===== src/rtl/mips_mc_ctrl_pkg.sv =====
// Shared definitions for the multi-cycle MIPS control FSM: opcodes, datapath select codes, state encoding.
// Optional ADDI support is compiled in when MIPS_ADDI_EN is defined.
package mips_mc_ctrl_pkg;

  localparam logic [5:0] OP_LB    = 6'b100000;
  localparam logic [5:0] OP_SB    = 6'b101000;
  localparam logic [5:0] OP_RTYPE = 6'b000000;
  localparam logic [5:0] OP_BEQ   = 6'b000100;
  localparam logic [5:0] OP_J     = 6'b000010;
  localparam logic [5:0] OP_ADDI  = 6'b001000;

  localparam logic [1:0] ALUOP_ADD   = 2'b00;
  localparam logic [1:0] ALUOP_SUB   = 2'b01;
  localparam logic [1:0] ALUOP_FUNCT = 2'b10;

  localparam logic [1:0] SRCB_REGB = 2'b00;
  localparam logic [1:0] SRCB_ONE  = 2'b01;
  localparam logic [1:0] SRCB_IMM  = 2'b10;
  localparam logic [1:0] SRCB_BOFF = 2'b11;

  localparam logic [1:0] PCSRC_ALU    = 2'b00;
  localparam logic [1:0] PCSRC_ALUOUT = 2'b01;
  localparam logic [1:0] PCSRC_JUMP   = 2'b10;

  localparam int unsigned TIMEOUT_DEFAULT = 32'd15;

  typedef enum logic [3:0] {
    S_IDLE    = 4'd0,
    S_FETCH1  = 4'd1,
    S_FETCH2  = 4'd2,
    S_FETCH3  = 4'd3,
    S_FETCH4  = 4'd4,
    S_DECODE  = 4'd5,
    S_MEMADR  = 4'd6,
    S_LBRD    = 4'd7,
    S_LBWR    = 4'd8,
    S_SBWR    = 4'd9,
    S_RTYPEEX = 4'd10,
    S_RTYPEWR = 4'd11,
    S_BEQEX   = 4'd12,
    S_JEX     = 4'd13
`ifdef MIPS_ADDI_EN
    ,
    S_ADDIEX  = 4'd14,
    S_ADDIWR  = 4'd15
`endif
  } state_t;

  // States that wait on the memory handshake and are subject to the timeout.
  function automatic logic is_mem_state(input state_t s);
    logic m;
    case (s)
      S_FETCH1, S_FETCH2, S_FETCH3, S_FETCH4, S_LBRD, S_SBWR: m = 1'b1;
      default: m = 1'b0;
    endcase
    return m;
  endfunction

  // Instruction-register byte lane loaded by each fetch state.
  function automatic logic [3:0] fetch_lane(input state_t s);
    logic [3:0] oh;
    case (s)
      S_FETCH1: oh = 4'b0001;
      S_FETCH2: oh = 4'b0010;
      S_FETCH3: oh = 4'b0100;
      S_FETCH4: oh = 4'b1000;
      default:  oh = 4'b0000;
    endcase
    return oh;
  endfunction

endpackage


===== src/rtl/mips_mc_ctrl_if.sv =====
// Control bus between the multi-cycle controller (master) and the datapath/memory (slave).
interface mips_mc_ctrl_if;
  logic [5:0] op;
  logic       zero;
  logic       mem_ready;
  logic       memread;
  logic       memwrite;
  logic       iord;
  logic [3:0] irwrite;
  logic       regdst;
  logic       memtoreg;
  logic       regwrite;
  logic       alusrca;
  logic [1:0] alusrcb;
  logic [1:0] aluop;
  logic [1:0] pcsource;
  logic       pcen;
  logic       instr_done;
  logic       illegal_op;
  logic       mem_err;

  modport master (
    input  op, zero, mem_ready,
    output memread, memwrite, iord, irwrite, regdst, memtoreg, regwrite,
           alusrca, alusrcb, aluop, pcsource, pcen, instr_done, illegal_op, mem_err
  );

  modport slave (
    output op, zero, mem_ready,
    input  memread, memwrite, iord, irwrite, regdst, memtoreg, regwrite,
           alusrca, alusrcb, aluop, pcsource, pcen, instr_done, illegal_op, mem_err
  );
endinterface


===== src/rtl/mips_mc_ctrl.sv =====
// Multi-cycle control FSM for the 8-bit MIPS core: 4-byte fetch, decode, execute, memory, writeback.
// Define MIPS_ADDI_EN to add the ADDI execute/writeback states.
module mips_mc_ctrl
  import mips_mc_ctrl_pkg::*;
#(
  parameter int unsigned TIMEOUT = TIMEOUT_DEFAULT
) (
  input logic            clk,
  input logic            rst_n,
  mips_mc_ctrl_if.master bus
);

  localparam logic [3:0] WAIT_LAST = 4'(TIMEOUT - 32'd1);

  state_t     state_r;
  state_t     next_state_s;
  logic [3:0] wait_cnt_r;
  logic       mem_state_s;
  logic       timeout_s;

  logic       memread_s;
  logic       memwrite_s;
  logic       iord_s;
  logic [3:0] irwrite_s;
  logic       regdst_s;
  logic       memtoreg_s;
  logic       regwrite_s;
  logic       alusrca_s;
  logic [1:0] alusrcb_s;
  logic [1:0] aluop_s;
  logic [1:0] pcsource_s;
  logic       pcwrite_s;
  logic       branch_s;
  logic       instr_done_s;
  logic       illegal_op_s;
  logic       mem_err_s;

  assign mem_state_s = is_mem_state(state_r);
  // The stall that would make the counter reach TIMEOUT aborts; ready on that cycle still wins.
  assign timeout_s   = mem_state_s && !bus.mem_ready && (wait_cnt_r == WAIT_LAST);

  // State register.
  always_ff @(posedge clk or negedge rst_n) begin
    if (!rst_n) begin
      state_r <= S_IDLE;
    end else begin
      state_r <= next_state_s;
    end
  end

  // Memory wait counter: counts stalled cycles, cleared whenever the state changes.
  always_ff @(posedge clk or negedge rst_n) begin
    if (!rst_n) begin
      wait_cnt_r <= 4'd0;
    end else if (next_state_s != state_r) begin
      wait_cnt_r <= 4'd0;
    end else if (mem_state_s && !bus.mem_ready) begin
      wait_cnt_r <= wait_cnt_r + 4'd1;
    end else begin
      wait_cnt_r <= 4'd0;
    end
  end

  // Next-state and output decode.
  always_comb begin
    next_state_s = state_r;
    memread_s    = 1'b0;
    memwrite_s   = 1'b0;
    iord_s       = 1'b0;
    irwrite_s    = 4'b0000;
    regdst_s     = 1'b0;
    memtoreg_s   = 1'b0;
    regwrite_s   = 1'b0;
    alusrca_s    = 1'b0;
    alusrcb_s    = SRCB_REGB;
    aluop_s      = ALUOP_ADD;
    pcsource_s   = PCSRC_ALU;
    pcwrite_s    = 1'b0;
    branch_s     = 1'b0;
    instr_done_s = 1'b0;
    illegal_op_s = 1'b0;
    mem_err_s    = 1'b0;

    case (state_r)
      S_IDLE: begin
        next_state_s = S_FETCH1;
      end

      S_FETCH1, S_FETCH2, S_FETCH3, S_FETCH4: begin
        memread_s = 1'b1;
        alusrcb_s = SRCB_ONE;
        if (bus.mem_ready) begin
          irwrite_s = fetch_lane(state_r);
          pcwrite_s = 1'b1;
          case (state_r)
            S_FETCH1: next_state_s = S_FETCH2;
            S_FETCH2: next_state_s = S_FETCH3;
            S_FETCH3: next_state_s = S_FETCH4;
            default:  next_state_s = S_DECODE;
          endcase
        end else if (timeout_s) begin
          mem_err_s    = 1'b1;
          next_state_s = S_FETCH1;
        end else begin
          next_state_s = state_r;
        end
      end

      S_DECODE: begin
        alusrcb_s = SRCB_BOFF;
        case (bus.op)
          OP_LB, OP_SB: next_state_s = S_MEMADR;
          OP_RTYPE:     next_state_s = S_RTYPEEX;
          OP_BEQ:       next_state_s = S_BEQEX;
          OP_J:         next_state_s = S_JEX;
`ifdef MIPS_ADDI_EN
          OP_ADDI:      next_state_s = S_ADDIEX;
`endif
          default: begin
            illegal_op_s = 1'b1;
            next_state_s = S_FETCH1;
          end
        endcase
      end

      S_MEMADR: begin
        alusrca_s = 1'b1;
        alusrcb_s = SRCB_IMM;
        if (bus.op == OP_LB) begin
          next_state_s = S_LBRD;
        end else begin
          next_state_s = S_SBWR;
        end
      end

      S_LBRD: begin
        memread_s = 1'b1;
        iord_s    = 1'b1;
        if (bus.mem_ready) begin
          next_state_s = S_LBWR;
        end else if (timeout_s) begin
          mem_err_s    = 1'b1;
          next_state_s = S_FETCH1;
        end else begin
          next_state_s = state_r;
        end
      end

      S_LBWR: begin
        regwrite_s   = 1'b1;
        memtoreg_s   = 1'b1;
        instr_done_s = 1'b1;
        next_state_s = S_FETCH1;
      end

      S_SBWR: begin
        memwrite_s = 1'b1;
        iord_s     = 1'b1;
        if (bus.mem_ready) begin
          instr_done_s = 1'b1;
          next_state_s = S_FETCH1;
        end else if (timeout_s) begin
          mem_err_s    = 1'b1;
          next_state_s = S_FETCH1;
        end else begin
          next_state_s = state_r;
        end
      end

      S_RTYPEEX: begin
        alusrca_s    = 1'b1;
        alusrcb_s    = SRCB_REGB;
        aluop_s      = ALUOP_FUNCT;
        next_state_s = S_RTYPEWR;
      end

      S_RTYPEWR: begin
        regwrite_s   = 1'b1;
        regdst_s     = 1'b1;
        instr_done_s = 1'b1;
        next_state_s = S_FETCH1;
      end

      S_BEQEX: begin
        alusrca_s    = 1'b1;
        alusrcb_s    = SRCB_REGB;
        aluop_s      = ALUOP_SUB;
        pcsource_s   = PCSRC_ALUOUT;
        branch_s     = 1'b1;
        instr_done_s = 1'b1;
        next_state_s = S_FETCH1;
      end

      S_JEX: begin
        pcsource_s   = PCSRC_JUMP;
        pcwrite_s    = 1'b1;
        instr_done_s = 1'b1;
        next_state_s = S_FETCH1;
      end

`ifdef MIPS_ADDI_EN
      S_ADDIEX: begin
        alusrca_s    = 1'b1;
        alusrcb_s    = SRCB_IMM;
        aluop_s      = ALUOP_ADD;
        next_state_s = S_ADDIWR;
      end

      S_ADDIWR: begin
        regwrite_s   = 1'b1;
        instr_done_s = 1'b1;
        next_state_s = S_FETCH1;
      end
`endif

      default: begin
        next_state_s = S_IDLE;
      end
    endcase
  end

  assign bus.memread    = memread_s;
  assign bus.memwrite   = memwrite_s;
  assign bus.iord       = iord_s;
  assign bus.irwrite    = irwrite_s;
  assign bus.regdst     = regdst_s;
  assign bus.memtoreg   = memtoreg_s;
  assign bus.regwrite   = regwrite_s;
  assign bus.alusrca    = alusrca_s;
  assign bus.alusrcb    = alusrcb_s;
  assign bus.aluop      = aluop_s;
  assign bus.pcsource   = pcsource_s;
  assign bus.pcen       = pcwrite_s | (branch_s & bus.zero);
  assign bus.instr_done = instr_done_s;
  assign bus.illegal_op = illegal_op_s;
  assign bus.mem_err    = mem_err_s;

endmodule


===== src/flat_wrapper.sv =====
// flat-port wrapper written by rule: the top's interface ports become plain ports
module mips_mc_ctrl_flat import mips_mc_ctrl_pkg::*;
#(
  parameter int unsigned TIMEOUT = TIMEOUT_DEFAULT
)
  (clk, rst_n, bus_op, bus_zero, bus_mem_ready, bus_memread, bus_memwrite, bus_iord, bus_irwrite, bus_regdst, bus_memtoreg, bus_regwrite, bus_alusrca, bus_alusrcb, bus_aluop, bus_pcsource, bus_pcen, bus_instr_done, bus_illegal_op, bus_mem_err);
  mips_mc_ctrl_if bus_i ();
  input logic clk;
  input logic rst_n;
  input wire logic [$bits(bus_i.op)-1:0] bus_op;
  input wire logic [$bits(bus_i.zero)-1:0] bus_zero;
  input wire logic [$bits(bus_i.mem_ready)-1:0] bus_mem_ready;
  output wire logic [$bits(bus_i.memread)-1:0] bus_memread;
  output wire logic [$bits(bus_i.memwrite)-1:0] bus_memwrite;
  output wire logic [$bits(bus_i.iord)-1:0] bus_iord;
  output wire logic [$bits(bus_i.irwrite)-1:0] bus_irwrite;
  output wire logic [$bits(bus_i.regdst)-1:0] bus_regdst;
  output wire logic [$bits(bus_i.memtoreg)-1:0] bus_memtoreg;
  output wire logic [$bits(bus_i.regwrite)-1:0] bus_regwrite;
  output wire logic [$bits(bus_i.alusrca)-1:0] bus_alusrca;
  output wire logic [$bits(bus_i.alusrcb)-1:0] bus_alusrcb;
  output wire logic [$bits(bus_i.aluop)-1:0] bus_aluop;
  output wire logic [$bits(bus_i.pcsource)-1:0] bus_pcsource;
  output wire logic [$bits(bus_i.pcen)-1:0] bus_pcen;
  output wire logic [$bits(bus_i.instr_done)-1:0] bus_instr_done;
  output wire logic [$bits(bus_i.illegal_op)-1:0] bus_illegal_op;
  output wire logic [$bits(bus_i.mem_err)-1:0] bus_mem_err;
  assign bus_i.op = bus_op;
  assign bus_i.zero = bus_zero;
  assign bus_i.mem_ready = bus_mem_ready;
  assign bus_memread = bus_i.memread;
  assign bus_memwrite = bus_i.memwrite;
  assign bus_iord = bus_i.iord;
  assign bus_irwrite = bus_i.irwrite;
  assign bus_regdst = bus_i.regdst;
  assign bus_memtoreg = bus_i.memtoreg;
  assign bus_regwrite = bus_i.regwrite;
  assign bus_alusrca = bus_i.alusrca;
  assign bus_alusrcb = bus_i.alusrcb;
  assign bus_aluop = bus_i.aluop;
  assign bus_pcsource = bus_i.pcsource;
  assign bus_pcen = bus_i.pcen;
  assign bus_instr_done = bus_i.instr_done;
  assign bus_illegal_op = bus_i.illegal_op;
  assign bus_mem_err = bus_i.mem_err;
  mips_mc_ctrl #(.TIMEOUT(TIMEOUT)) u_core (.clk(clk), .rst_n(rst_n), .bus(bus_i));
endmodule

===== config.mk =====
export PLATFORM = sky130hd
export DESIGN_NAME = mips_mc_ctrl_flat
export DESIGN_NICKNAME = d
export VERILOG_FILES = /design/src/rtl/mips_mc_ctrl_pkg.sv /design/src/rtl/mips_mc_ctrl_if.sv /design/src/rtl/mips_mc_ctrl.sv /design/src/flat_wrapper.sv
export SDC_FILE = /design/constraint.sdc
export NUM_CORES = 1
export LEC_CHECK = 0
export ABC_AREA = 1
export BUFFER_PORTS_ARGS = -buffer_cell sky130_fd_sc_hd__buf_2
export CAP_MARGIN = 20
export CORE_MARGIN = 5
export CORE_UTILIZATION = 53
export CTS_CLUSTER_DIAMETER = 100
export DETAILED_ROUTE_END_ITERATION = 8
export PLACE_DENSITY = 0.93
export SYNTH_ARGS = -nofsm -noshare
export SYNTH_HDL_FRONTEND = slang
export SYNTH_SLANG_ARGS = --single-unit

===== constraint.sdc =====
create_clock -name clk -period 4.7 [get_ports clk]
set_input_delay 0.47 -clock clk [delete_from_list [all_inputs] [get_ports clk]]
set_output_delay 0.47 -clock clk [all_outputs]
set_load 0.005 [all_outputs]

==> results of run 1 <==
flip-flops by register name (all words and copies together) (netlist names):
name	flops
u_core.state_r	4
u_core.wait_cnt_r	4
power groups by stage:
stage          Clock, mW  Sequential [mW]  Combinational, mW
3_3_place_gp           0            0.121              0.406
4_1_cts           0.0530            0.122              0.415
6_report          0.0521            0.125              0.417
3_5_place_dp           0            0.123              0.413
5_1_grt           0.0564            0.126              0.471
2_1_floorplan          0            0.102              0.326
metrics by stage:
step	util [%]	instance area [sq um]	std cells
after floorplan	-	928	155
after global placement	63.3	1070	198
after detailed placement	63.3	1070	198
after CTS	64.6	1090	201
after global routing	64.6	1090	201
final	64.6	1090	201
cell type report:
type	count	share of cell area (%)
multi-input combinational	122	56.7
inverter	21	7.22
tap	17	1.95
clock buffer	3	2.06
sequential	8	18.3
timing repair buffer	30	13.8
cells in the final DEF (no fill, tap or decap):
cell      count
nand2_1      37
buf_2        30
nor2_1       25
inv_1        18
nand3_1      17
nand2_2      10
dfrtp_1       8
nor3_1        7
o21ai_0       4
inv_2         3
nor2_2        3
a21oi_1       3
nand2_4       3
nand3_2       3
clkbuf_4      3
nand4_1       2
or2_2         2
ha_1          2
o21bai_1      1
o211ai_1      1
nor2_4        1
xor2_1        1
worst reg2reg max path, delay by kind of cell, from the launching register on:
| family | cells | cell delay, ps |
|---|---|---|
| buffers and inverters | 1 | 130 |
| and+or+nand+nor | 13 | 1270 |
| DFF | 1 | 460 |
synthesized netlist by cell type (all sizes together):
library cell / count / area share, %
nor2: 29 / 13
o21ai: 4 / 2.2
o211ai: 1 / 0.81
dfrtp: 8 / 22
nor3: 7 / 3.8
nand2: 50 / 25
o21bai: 1 / 0.81
buf: 3 / 1.9
nand4: 2 / 1.3
or2: 2 / 1.3
xor2: 1 / 0.94
inv: 21 / 8.5
nand3: 20 / 12
a21oi: 3 / 1.6
clkbuf: 1 / 1.5
ha: 2 / 2.7
how the worst max path moves through the flow:
stage	slack, ps	endpoint	startpoint
floorplan	3070	u_core.wait_cnt_r[0]	u_core.state_r[2]
global placement	2790	bus_irwrite[2]	bus_mem_ready
detailed placement	2780	bus_irwrite[2]	bus_mem_ready
CTS	2540	bus_irwrite[2]	u_core.state_r[2]
global route	2390	bus_irwrite[2]	u_core.state_r[2]
finish	2500	bus_irwrite[2]	u_core.state_r[2]
kinds of logic after synthesis:
logic type / Yosys count
AOI/OAI and AO/OA: 9
DFF: 8
adders and majority gates: 2
buffers and inverters: 25
and+or+nand+nor: 110
xor gates and xnor gates: 1
metal layers:
metal	share of wire, %	GRT usage, %	up-vias	wire length (microns)
met2	50	35.6	48	1230
met4	1.8	6.99	0	44
li1	-	-	545	-
met1	42	24.6	461	1040
met5	0	0	-	0
met3	6.2	2.29	7	154
==> results by group, run 1 <==
Run status
  • Status: complete, no violations

Timing
  • Hold WS: 43.7 ps
  • RSZ-0062 raised after global routing: false
  • Maximum achievable frequency: 0.454 GHz
  • Final worst path period need: 2200 ps
  • Rel. slew slack: 67.2%
  • Setup Skew: 1.86 ps
  • Setup TNS: 0 ps
  • Final Hold Viols: 0
  • Final worst slack: 2500 ps
  • Max-slew violation count: 0
  • Least-Margin Pin Slew: 488 ps
  • Crit share post-route: 46.8%
  • Setup violators final: 0

CTS
  • Clock transition at path regs: 50 ps
  • CTS root buf: clkbuf_4
  • CTS Buffer Depth: 2
  • Clock Sinks: 8
  • CTS Hold Bufs: 0
  • H-tree depth: 1
  • CTS tree: built
  • Post-CTS Setup Repair Bufs: 0
  • Post_cts resized: 0
  • Clock latency on the worst-skew pair: 250 ps
  • CTS Buf Count: 3

Synth
  • Syn Nets: 167
  • Netlist Area Pre-Place: 928 sq um
  • Synthesized flop and latch total: 8
  • Post-synthesis mux area share: 0%
  • Simple-gate portion of the synthesized area: 57.5%
  • Mapped Cells: 155
  • Largest family of logic cells by synthesized area: simple AND/OR/NAND/NOR gates
  • XOR/XNOR share of the synthesized area: 0.943%
  • Sequential share of the synthesized area: 21.6%
  • Synth Area in Compound Gates: 5.39%
  • Synth cell types: 23
  • Area share of fa/ha/maj cells after synthesis: 2.70%
  • Avg Inst Size Synth: 5.99 sq um
  • Syn. warnings: 0

Power and ir drop
  • Combinational Power Share: 70.2%
  • Leakage: 0.712 nW
  • Pint: 266 uW
  • Clock power frac: 8.8%
  • Flop pwr share: 21.0%
  • Pwr per Cell Area: 544 mW/mm^2
  • Switching share of power: 55.2%
  • Switch Pwr: 327 uW
  • VDD IR max: 0.329 mV
  • Overall power: 594 uW

Global route
  • Vias in the first global route: 975
  • Global router's overall resource usage: 20.0%
  • Initial antenna violation count: 0
  • First-pass GRT wire length: 4090 microns
  • Overflow after GRT: 0
  • Largest net degree at the start of global routing: 12

Place
  • Routability cong.: 0.962
  • Place WS: 2780 ps
  • Post-DP HPWL: 2070 microns
  • Port Buffers: 30

Worst setup path
  • WP data required: 4230 ps
  • CP endpoint kind: primary output
  • R2r setup slk: 2750 ps
  • Crit path max-delay cell type: dfrtp_1
  • Crit. path cell count: 4
  • Critical path buffers and inverters: 1
  • Crit path max-delay family: simple AND/OR/NAND/NOR gates
  • Reg-to-reg critical path startpoint: u_core.state_r[3]
  • Critical Path AT: 1730 ps
  • Crit path cell chain: nor2_1 -> nand2_1 -> nor3_1 -> buf_2
  • Startpoint types: register
  • Reg2Reg Depth: 14
  • Worst Path Max Fanout: 6
  • CP peak stage delay: 440 ps
  • Setup CP Type: reg -> out
  • Critical R2R Capture: u_core.wait_cnt_r[2]

Floorplan
  • Io pins: 31
  • # rows: 15
  • Die W: 51.9 microns
  • Core Region: 0.00169 sq mm
  • Initial Util: 55.0%
  • Die H: 51.9 microns
  • DIE AREA: 0.00269 sq mm

Detailed routing
  • Iter 0 DRT Violations: 34
  • Post-route DRC: 0
  • Final wirelength: 2470 microns
  • DRT Pass-1 Iters: 4
  • DR vias: 1061
  • Vias/cell: 5.28
  • DRT antenna net count: 0
  • DR WL/cell: 12.3 microns

Run
  • Number of max-cap violations: 0

Layout
  • Area occupied by multi-input gates: 618 sq um
  • Layout Nets: 198
  • FILL cells: 152
  • Register area: 200 sq um
  • Antenna cells: 0
  • Synth-to-Final Area Change: 17.5%
  • Share of layout cells above drive strength 1: 31.5%

Worst hold path
  • Hold WC Path Type: in -> async
Note: power is estimated with default switching activity, not from simulation.
==> run 2: changes to the inputs <==
--- a/config.mk
+++ b/config.mk
@@ -9,10 +9,10 @@
 export BUFFER_PORTS_ARGS = -buffer_cell sky130_fd_sc_hd__buf_2
 export CAP_MARGIN = 20
 export CORE_MARGIN = 5
-export CORE_UTILIZATION = 53
+export CORE_UTILIZATION = 50
 export CTS_CLUSTER_DIAMETER = 100
 export DETAILED_ROUTE_END_ITERATION = 8
-export PLACE_DENSITY = 0.93
+export PLACE_DENSITY = 0.89
 export SYNTH_ARGS = -nofsm -noshare
 export SYNTH_HDL_FRONTEND = slang
 export SYNTH_SLANG_ARGS = --single-unit
==> constraint.sdc (replaced) <==
create_clock -name clk -period 2.3 [get_ports clk]
set_input_delay 0.23 -clock clk [delete_from_list [all_inputs] [get_ports clk]]
set_output_delay 0.23 -clock clk [all_outputs]
set_load 0.005 [all_outputs]
==> run 2 against run 1 <==
Compared with the run above:
- sequential power increased by 100%
- setup slack got worse by 2200 ps
- combinational power increased by 110%
- wire length decreased by 2.7%
- sequential cell count unchanged
- critical path depth increased by 10
- critical endpoint is now u_core.wait_cnt_r[3]
- clock skew decreased by 0.64 ps
- final cell count increased by 4.5%
==> results by group, run 2 (same netlist as run 1, synthesis figures left out) <==
Layout
  • Largest regs: u_core.state_r (4), u_core.wait_cnt_r (4)
  • Most common cell after layout, fill and taps aside: nand2_1
  • Register area: 200 sq um (unchanged)
  • Synth-to-Final Area Change: 19.7%
  • Antenna cells: 0 (unchanged)
  • Layout Nets: 199 (+0.51%)
  • Share of layout cells above drive strength 1: 31.4% (-0.17 points)
  • Most frequent cells in the layout: nand2_1 (37), buf_2 (30), nor2_1 (25), inv_1 (18), nand3_1 (17)
  • FILL cells: 182 (+20%)
  • Area occupied by multi-input gates: 618 sq um (unchanged)

CTS
  • CTS Buf Count: 3 (unchanged)
  • Clock latency on the worst-skew pair: 250 ps (about the same)
  • CTS tree: built
  • Clock Sinks: 8 (unchanged)
  • CTS root buf: clkbuf_4
  • Clock transition at path regs: 50 ps (about the same)
  • H-tree depth: 1 (unchanged)
  • CTS Buffer Depth: 2 (unchanged)
  • Post-CTS Setup Repair Bufs: 0 (unchanged)

Timing
  • Setup violators final: 0 (unchanged)
  • Least-Margin Pin Slew: 481 ps (-6.96 ps)
  • Final worst slack: 328 ps (-2170 ps)
  • Rel. slew slack: 67.7% (+0.47 points)
  • Final Hold Viols: 0 (unchanged)
  • Final worst path period need: 1970 ps
  • RSZ-0062 raised after global routing: false
  • Crit share post-route: 85.8%
  • Setup TNS: 0 ps (unchanged)
  • Max-slew violation count: 0 (unchanged)
  • Setup Skew: 1.22 ps (-0.641 ps)
  • Maximum achievable frequency: 0.507 GHz

Global route
  • Initial antenna violation count: 0 (unchanged)
  • Overflow after GRT: 0 (unchanged)
  • Vias in the first global route: 906 (-7.1%)
  • First-pass GRT wire length: 3910 microns (-4.4%)
  • Largest net degree at the start of global routing: 12 (unchanged)
  • Global router's overall resource usage: 18.6% (-1.4 points)

Worst setup path
  • Reg-to-reg critical path startpoint: u_core.state_r[0]
  • Crit path cell chain: inv_1 -> nand2_2 -> nand2_1 -> nand2_2 -> nand2_4 -> nand2_4 -> nand2_4 -> nand2_1 -> nand2_1 -> nand2_2 -> nand2_1 -> nand2_1 -> nand3_2 -> nor3_1
  • Critical R2R Capture: u_core.wait_cnt_r[3]
  • Worst Path Max Fanout: 8 (+2)
  • CP peak stage delay: 490 ps (+50 ps)
  • Most used cell, CP: nand2_1
  • Critical Path AT: 2140 ps (+410 ps)
  • Crit path max-delay cell type: dfrtp_1
  • Reg2Reg Depth: 14 (unchanged)
  • CP endpoint kind: register
  • Startpoint types: register
  • Setup CP Type: reg -> reg
  • R2r setup slk: 330 ps (-2420 ps)
  • WP data required: 2460 ps (-1770 ps)

Power and ir drop
  • Leakage: 0.717 nW (+0.59%)
  • Pwr per Cell Area: 1090 mW/mm^2 (+100%)
  • VDD IR max: 0.679 mV (+110%)
  • Overall power: 1.22 mW (+100%)

Floorplan
  • # rows: 15 (unchanged)
  • Die H: 53.1 microns (+2.4%)
  • Core Region: 0.00175 sq mm (+3.3%)
  • DIE AREA: 0.00282 sq mm (+4.8%)
  • Die W: 53.1 microns (+2.4%)
  • Io pins: 31 (unchanged)
  • Initial Util: 53.2% (-1.8 points)

Detailed routing
  • Top routing layer in use: met3
  • DRT Pass-1 Iters: 4 (unchanged)
  • Vias/cell: 5.10 (-3.3%)
  • Routed wl met2: 1130 microns (-8.2%)
  • Met3 WL: 214 microns (+39%)
  • Iter 0 DRT Violations: 58 (+71%)
  • Final wirelength: 2410 microns (-2.7%)
  • DR vias: 1072 (+1.0%)
  • Post-route DRC: 0 (unchanged)
  • Met1 wire length: 1060 microns (+1.8%)
  • DR WL/cell: 11.5 microns (-6.8%)
  • DRT antenna net count: 0 (unchanged)

Place
  • Post-DP HPWL: 2010 microns (-3.2%)
  • Place WS: 374 ps (-2410 ps)
  • Routability cong.: 0.929 (-3.5%)
  • Port Buffers: 30 (unchanged)

Run
  • Number of max-cap violations: 0 (unchanged)

Run status
  • Status: complete, no violations

Worst hold path
  • Hold WC Path Type: in -> async
-- run 2: per-stage QoR --
step           instances  hold WS (ps)  cell area (sq um)  util [%]
6_report             210           344               1110      63.7
2_1_floorplan        155         -65.6                928         -
5_1_grt              210           349               1110      63.7
3_3_place_gp         206          71.5               1080      61.8
3_5_place_dp         206          77.1               1080      61.8
4_1_cts              210           344               1110      63.7
-- run 2: metal layers --
metal | vias up | global-route usage [%]
met1 | 477 | 24.7
met3 | 0 | 6.20
met2 | 44 | 29.8
li1 | 551 | -
met4 | 0 | 2.55
met5 | - | 0
-- run 2: worst max path at each step --
stage	from	to	slack, ps
after floorplan	u_core.state_r[2]	u_core.wait_cnt_r[0]	670
after global placement	u_core.state_r[2]	u_core.wait_cnt_r[1]	420
after detailed placement	u_core.state_r[2]	u_core.wait_cnt_r[3]	370
after CTS	u_core.state_r[2]	bus_irwrite[2]	350
after global routing	u_core.state_r[3]	u_core.wait_cnt_r[1]	110
final	u_core.state_r[0]	u_core.wait_cnt_r[3]	330
-- run 2: final cells by class --
class                      instances  share of cell area, %
tap                               25                   2.82
timing repair buffer              31                   14.4
inverter                          21                   7.09
multi-input combinational        122                   55.6
sequential                         8                   18.0
clock buffer                       3                   2.03
-- run 2: timing repair --
action | CTS | global route
gates resized for setup | 0 | 0
hold endpoints to repair | 8 | 0
hold buffers | 1 | 0
-- run 2: report_power, final --
| group | leakage [nW] | switching [mW] | total, mW | internal [mW] |
|---|---|---|---|---|
| sequential | 0.105 | 0.0709 | 0.253 | 0.182 |
| clock | 0.0138 | 0.0474 | 0.107 | 0.0597 |
| combinational | 0.598 | 0.552 | 0.855 | 0.303 |
| total | 0.717 | 0.671 | 1.22 | 0.545 |
-- run 2: worst max-delay path: cells and delay by family (launching register included) --
| kind | cells | cell delay [ps] |
|---|---|---|
| flip-flops | 1 | 490 |
| buffers and inverters | 1 | 130 |
| AND/OR/NAND/NOR | 13 | 1250 |
==> run 3: changes to the inputs <==
--- a/config.mk
+++ b/config.mk
@@ -5,14 +5,15 @@
 export SDC_FILE = /design/constraint.sdc
 export NUM_CORES = 1
 export LEC_CHECK = 0
-export ABC_AREA = 1
+export ABC_AREA = 0
 export BUFFER_PORTS_ARGS = -buffer_cell sky130_fd_sc_hd__buf_2
 export CAP_MARGIN = 20
 export CORE_MARGIN = 5
-export CORE_UTILIZATION = 50
-export CTS_CLUSTER_DIAMETER = 100
+export CORE_UTILIZATION = 52
+export CTS_CLUSTER_DIAMETER = 60
 export DETAILED_ROUTE_END_ITERATION = 8
-export PLACE_DENSITY = 0.89
+export PLACE_DENSITY = 0.9
 export SYNTH_ARGS = -nofsm -noshare
 export SYNTH_HDL_FRONTEND = slang
 export SYNTH_SLANG_ARGS = --single-unit
+export TNS_END_PERCENT = 10
==> run 3 against run 2 <==
Compared with the run above:
- die area grew 12%
- largest power group unchanged
- largest cell class unchanged
- count of clock-buffer cells in the layout stayed put
- combinational power up 2%
- register-to-register slack got worse by 140 ps
- sequential share of layout area decreased by 2.5 points
- global-route usage increased by 2.0 points
==> results by group, run 3 <==
Timing
  • RSZ-0062 raised after global routing: false
  • Setup Skew: 2.72 ps (+1.50 ps)
  • Rel. slew slack: 58.1% (-9.6 points)
  • Hold WS: 338 ps (-5.65 ps)
  • Final Hold Viols: 0 (unchanged)
  • Final worst slack: 171 ps (-156 ps)
  • Max-slew violation count: 0 (unchanged)
  • Final worst path period need: 2130 ps (+156 ps)
  • Maximum achievable frequency: 0.470 GHz (-7.3%)
  • Least-Margin Pin Slew: 629 ps (+148 ps)
  • Crit share post-route: 92.6% (+6.8 points)
  • Setup violators final: 0 (unchanged)
  • Setup TNS: 0 ps (unchanged)

Global route
  • Overflow after GRT: 0 (unchanged)
  • Global router's overall resource usage: 20.6% (+2.0 points)
  • First-pass GRT wire length: 5380 microns (+37%)
  • Initial antenna violation count: 0 (unchanged)
  • Vias in the first global route: 1152 (+27%)
  • Largest net degree at the start of global routing: 19 (+7)

Synth
  • Sequential share of the synthesized area: 18.0% (-3.6 points)
  • Avg Inst Size Synth: 7.15 sq um (+19%)
  • Syn Nets: 168 (+0.60%)
  • Asr flop ratio synth: 100% (unchanged)
  • Post-synth top cells: nor2_1 (25), nand2_1 (18), a21oi_1 (12)
  • Synth area leaders: dfrtp_1 (18%), nor2_1 (8.4%), nand2_1 (6.1%), a21oi_1 (5.4%), nor2b_1 (2.8%)
  • Synthesized flop and latch total: 8 (unchanged)
  • Mapped Cells: 156 (+0.65%)
  • Most common flop cell mapped by yosys: dfrtp_1
  • Netlist Area Pre-Place: 0.00111 sq mm (+20%)
  • Synth cell types: 53 (+130%)
  • Count leader, synth: nor2_1
  • Yosys top cell area share: 18.0% (-3.6 points)
  • Syn. warnings: 0 (unchanged)
  • Area leader, netlist: dfrtp_1
  • Post-synth EDFFs: 0 (unchanged)

CTS
  • CTS Buf Count: 3 (unchanged)
  • CTS tree: built
  • CTS root buf: clkbuf_4
  • Clock latency on the worst-skew pair: 250 ps (about the same)
  • H-tree depth: 1 (unchanged)
  • Post-CTS Setup Repair Bufs: 0 (unchanged)
  • CTS Buffer Depth: 2 (unchanged)
  • Clock transition at path regs: 50 ps (about the same)
  • Clock Sinks: 8 (unchanged)

Worst setup path
  • Critical path buffers and inverters: 2 (+1)
  • CP peak stage delay: 630 ps (+140 ps)
  • Critical Path AT: 1900 ps (-240 ps)
  • CP endpoint kind: primary output
  • Setup CP Type: reg -> out
  • Crit path max-delay cell type: dfrtp_1
  • Crit path max-delay family: flip-flops
  • Crit path cell chain: nor2_1 -> inv_1 -> mux2i_1 -> a22oi_1 -> nor3_1 -> buf_2
  • Worst Path Max Fanout: 18 (+10)
  • WP data required: 2070 ps (-390 ps)
  • Startpoint types: register

Run
  • Number of max-cap violations: 0 (unchanged)

Layout
  • Most frequent cells in the layout: buf_2 (30), nor2_1 (25), nand2_1 (18), a21oi_1 (12)
  • Layout Nets: 196 (-1.5%)
  • Final Cell Area: 0.00129 sq mm (+17%)
  • Antenna cells: 0 (unchanged)
  • Register area: 201 sq um (+0.62%)
  • Area occupied by multi-input gates: 813 sq um (+32%)
  • Synth-to-Final Area Change: 16.2%
  • FILL cells: 190 (+4.4%)
  • Final core utilization: 64.7% (+1.0 points)
  • Largest regs: u_core.state_r (4), u_core.wait_cnt_r (4)
  • Most common cell after layout, fill and taps aside: buf_2
  • Share of layout cells above drive strength 1: 27.5% (-3.9 points)

Power and ir drop
  • VDD IR max: 0.821 mV (+21%)
  • Leakage: 0.588 nW (-18%)
  • Pwr per Cell Area: 995 mW/mm^2 (-9.1%)

Place
  • Routability cong.: 0.929 (about the same)
  • Port Buffers: 30 (unchanged)
  • Place WS: 211 ps (-163 ps)
  • Post-DP Area: 0.00126 sq mm (+17%)
  • Post-DP HPWL: 2510 microns (+25%)

Detailed routing
  • Final wirelength: 3230 microns (+34%)
  • DRT Pass-1 Iters: 4 (unchanged)
  • Post-route DRC: 0 (unchanged)
  • Vias/cell: 6.18 (+21%)
  • DRT antenna net count: 0 (unchanged)
  • DR WL/cell: 15.5 microns (+35%)
  • Iter 0 DRT Violations: 71 (+22%)
  • DR vias: 1291 (+20%)

Floorplan
  • Die H: 56.3 microns (+6.0%)
  • Die W: 56.3 microns (+6.0%)
  • Io pins: 31 (unchanged)
  • Core Region: 0.00200 sq mm (+15%)
  • Initial Util: 55.7% (+2.5 points)
  • DIE AREA: 0.00317 sq mm (+12%)
  • # rows: 16 (+1)

Run status
  • Status: complete, no violations

Worst hold path
  • Hold WC Path Type: in -> reg
run 3: changes by cell type after synthesis, sizes merged, moves of 4 or more:
cell and delta:
buf +6, o22ai +4, nand3 -17, nand2 -32
nor2 -4, a21oi +9, inv -14, nor2b +5
run 3: routing by layer:
layer	up-vias	GRT usage, %	routed length, microns
li1	618	-	-
met1	598	26.1	1400
met2	71	34.1	1510
met3	4	3.44	286
met4	0	9.49	34
met5	-	0	0
run 3: final timing paths:
check	start	endpoint	slack, ps	depth (start not counted)
worst max register to register	u_core.state_r[3]	u_core.wait_cnt_r[2]	190	6
worst min-delay path	bus_mem_ready	u_core.wait_cnt_r[2]	340	2
worst max-delay path	u_core.state_r[0]	bus_mem_err	170	6
max in group asynchronous	rst_n	u_core.state_r[1]	1770	2
min in group asynchronous	rst_n	u_core.wait_cnt_r[0]	350	2
worst min register to register	u_core.wait_cnt_r[0]	u_core.wait_cnt_r[0]	500	1
run 3: cells by family after synthesis:
kind of cell    after synthesis  share of synthesized area [%]
fa+ha+maj                     2                           2.24
xor+xnor                      4                           3.14
simple gates                 73                           35.9
mux                           2                           1.91
flops                         8                           18.0
compound gates               47                           29.7
buf+inv                      20                           9.09
run 3: cell type report:
type | count | area share (%)
timing repair buffer | 36 | 15.3
sequential | 8 | 15.6
inverter | 7 | 2.03
clock buffer | 3 | 1.74
tap | 27 | 2.61
multi-input combinational | 128 | 62.8
run 3: worst register-to-register path, delay by kind of cell, from the launching register on:
family	cells	cell delay (ps)
AOI/OAI and AO/OA	3	760
DFF	1	740
and+or+nand+nor	3	510
run 3: per-stage QoR:
stage               power (mW)  cells
floorplan                0.927    156
global placement          1.13    205
detailed placement        1.16    205
CTS                       1.27    209
global route              1.40    209
finish                    1.29    209
run 3: what timing repair did:
item                                   in CTS  in global routing
hold buffers                                1                  0
setup endpoints to repair                   0                  1
gates resized for setup                     0                  1
endpoints found under the hold margin       8                  0
run 3: where the power goes:
part / total (mW) / internal (mW) / switching [mW]
clock: 0.101 / 0.0593 / 0.0418
combinational: 0.872 / 0.375 / 0.497
sequential: 0.315 / 0.176 / 0.139
total: 1.29 / 0.611 / 0.677
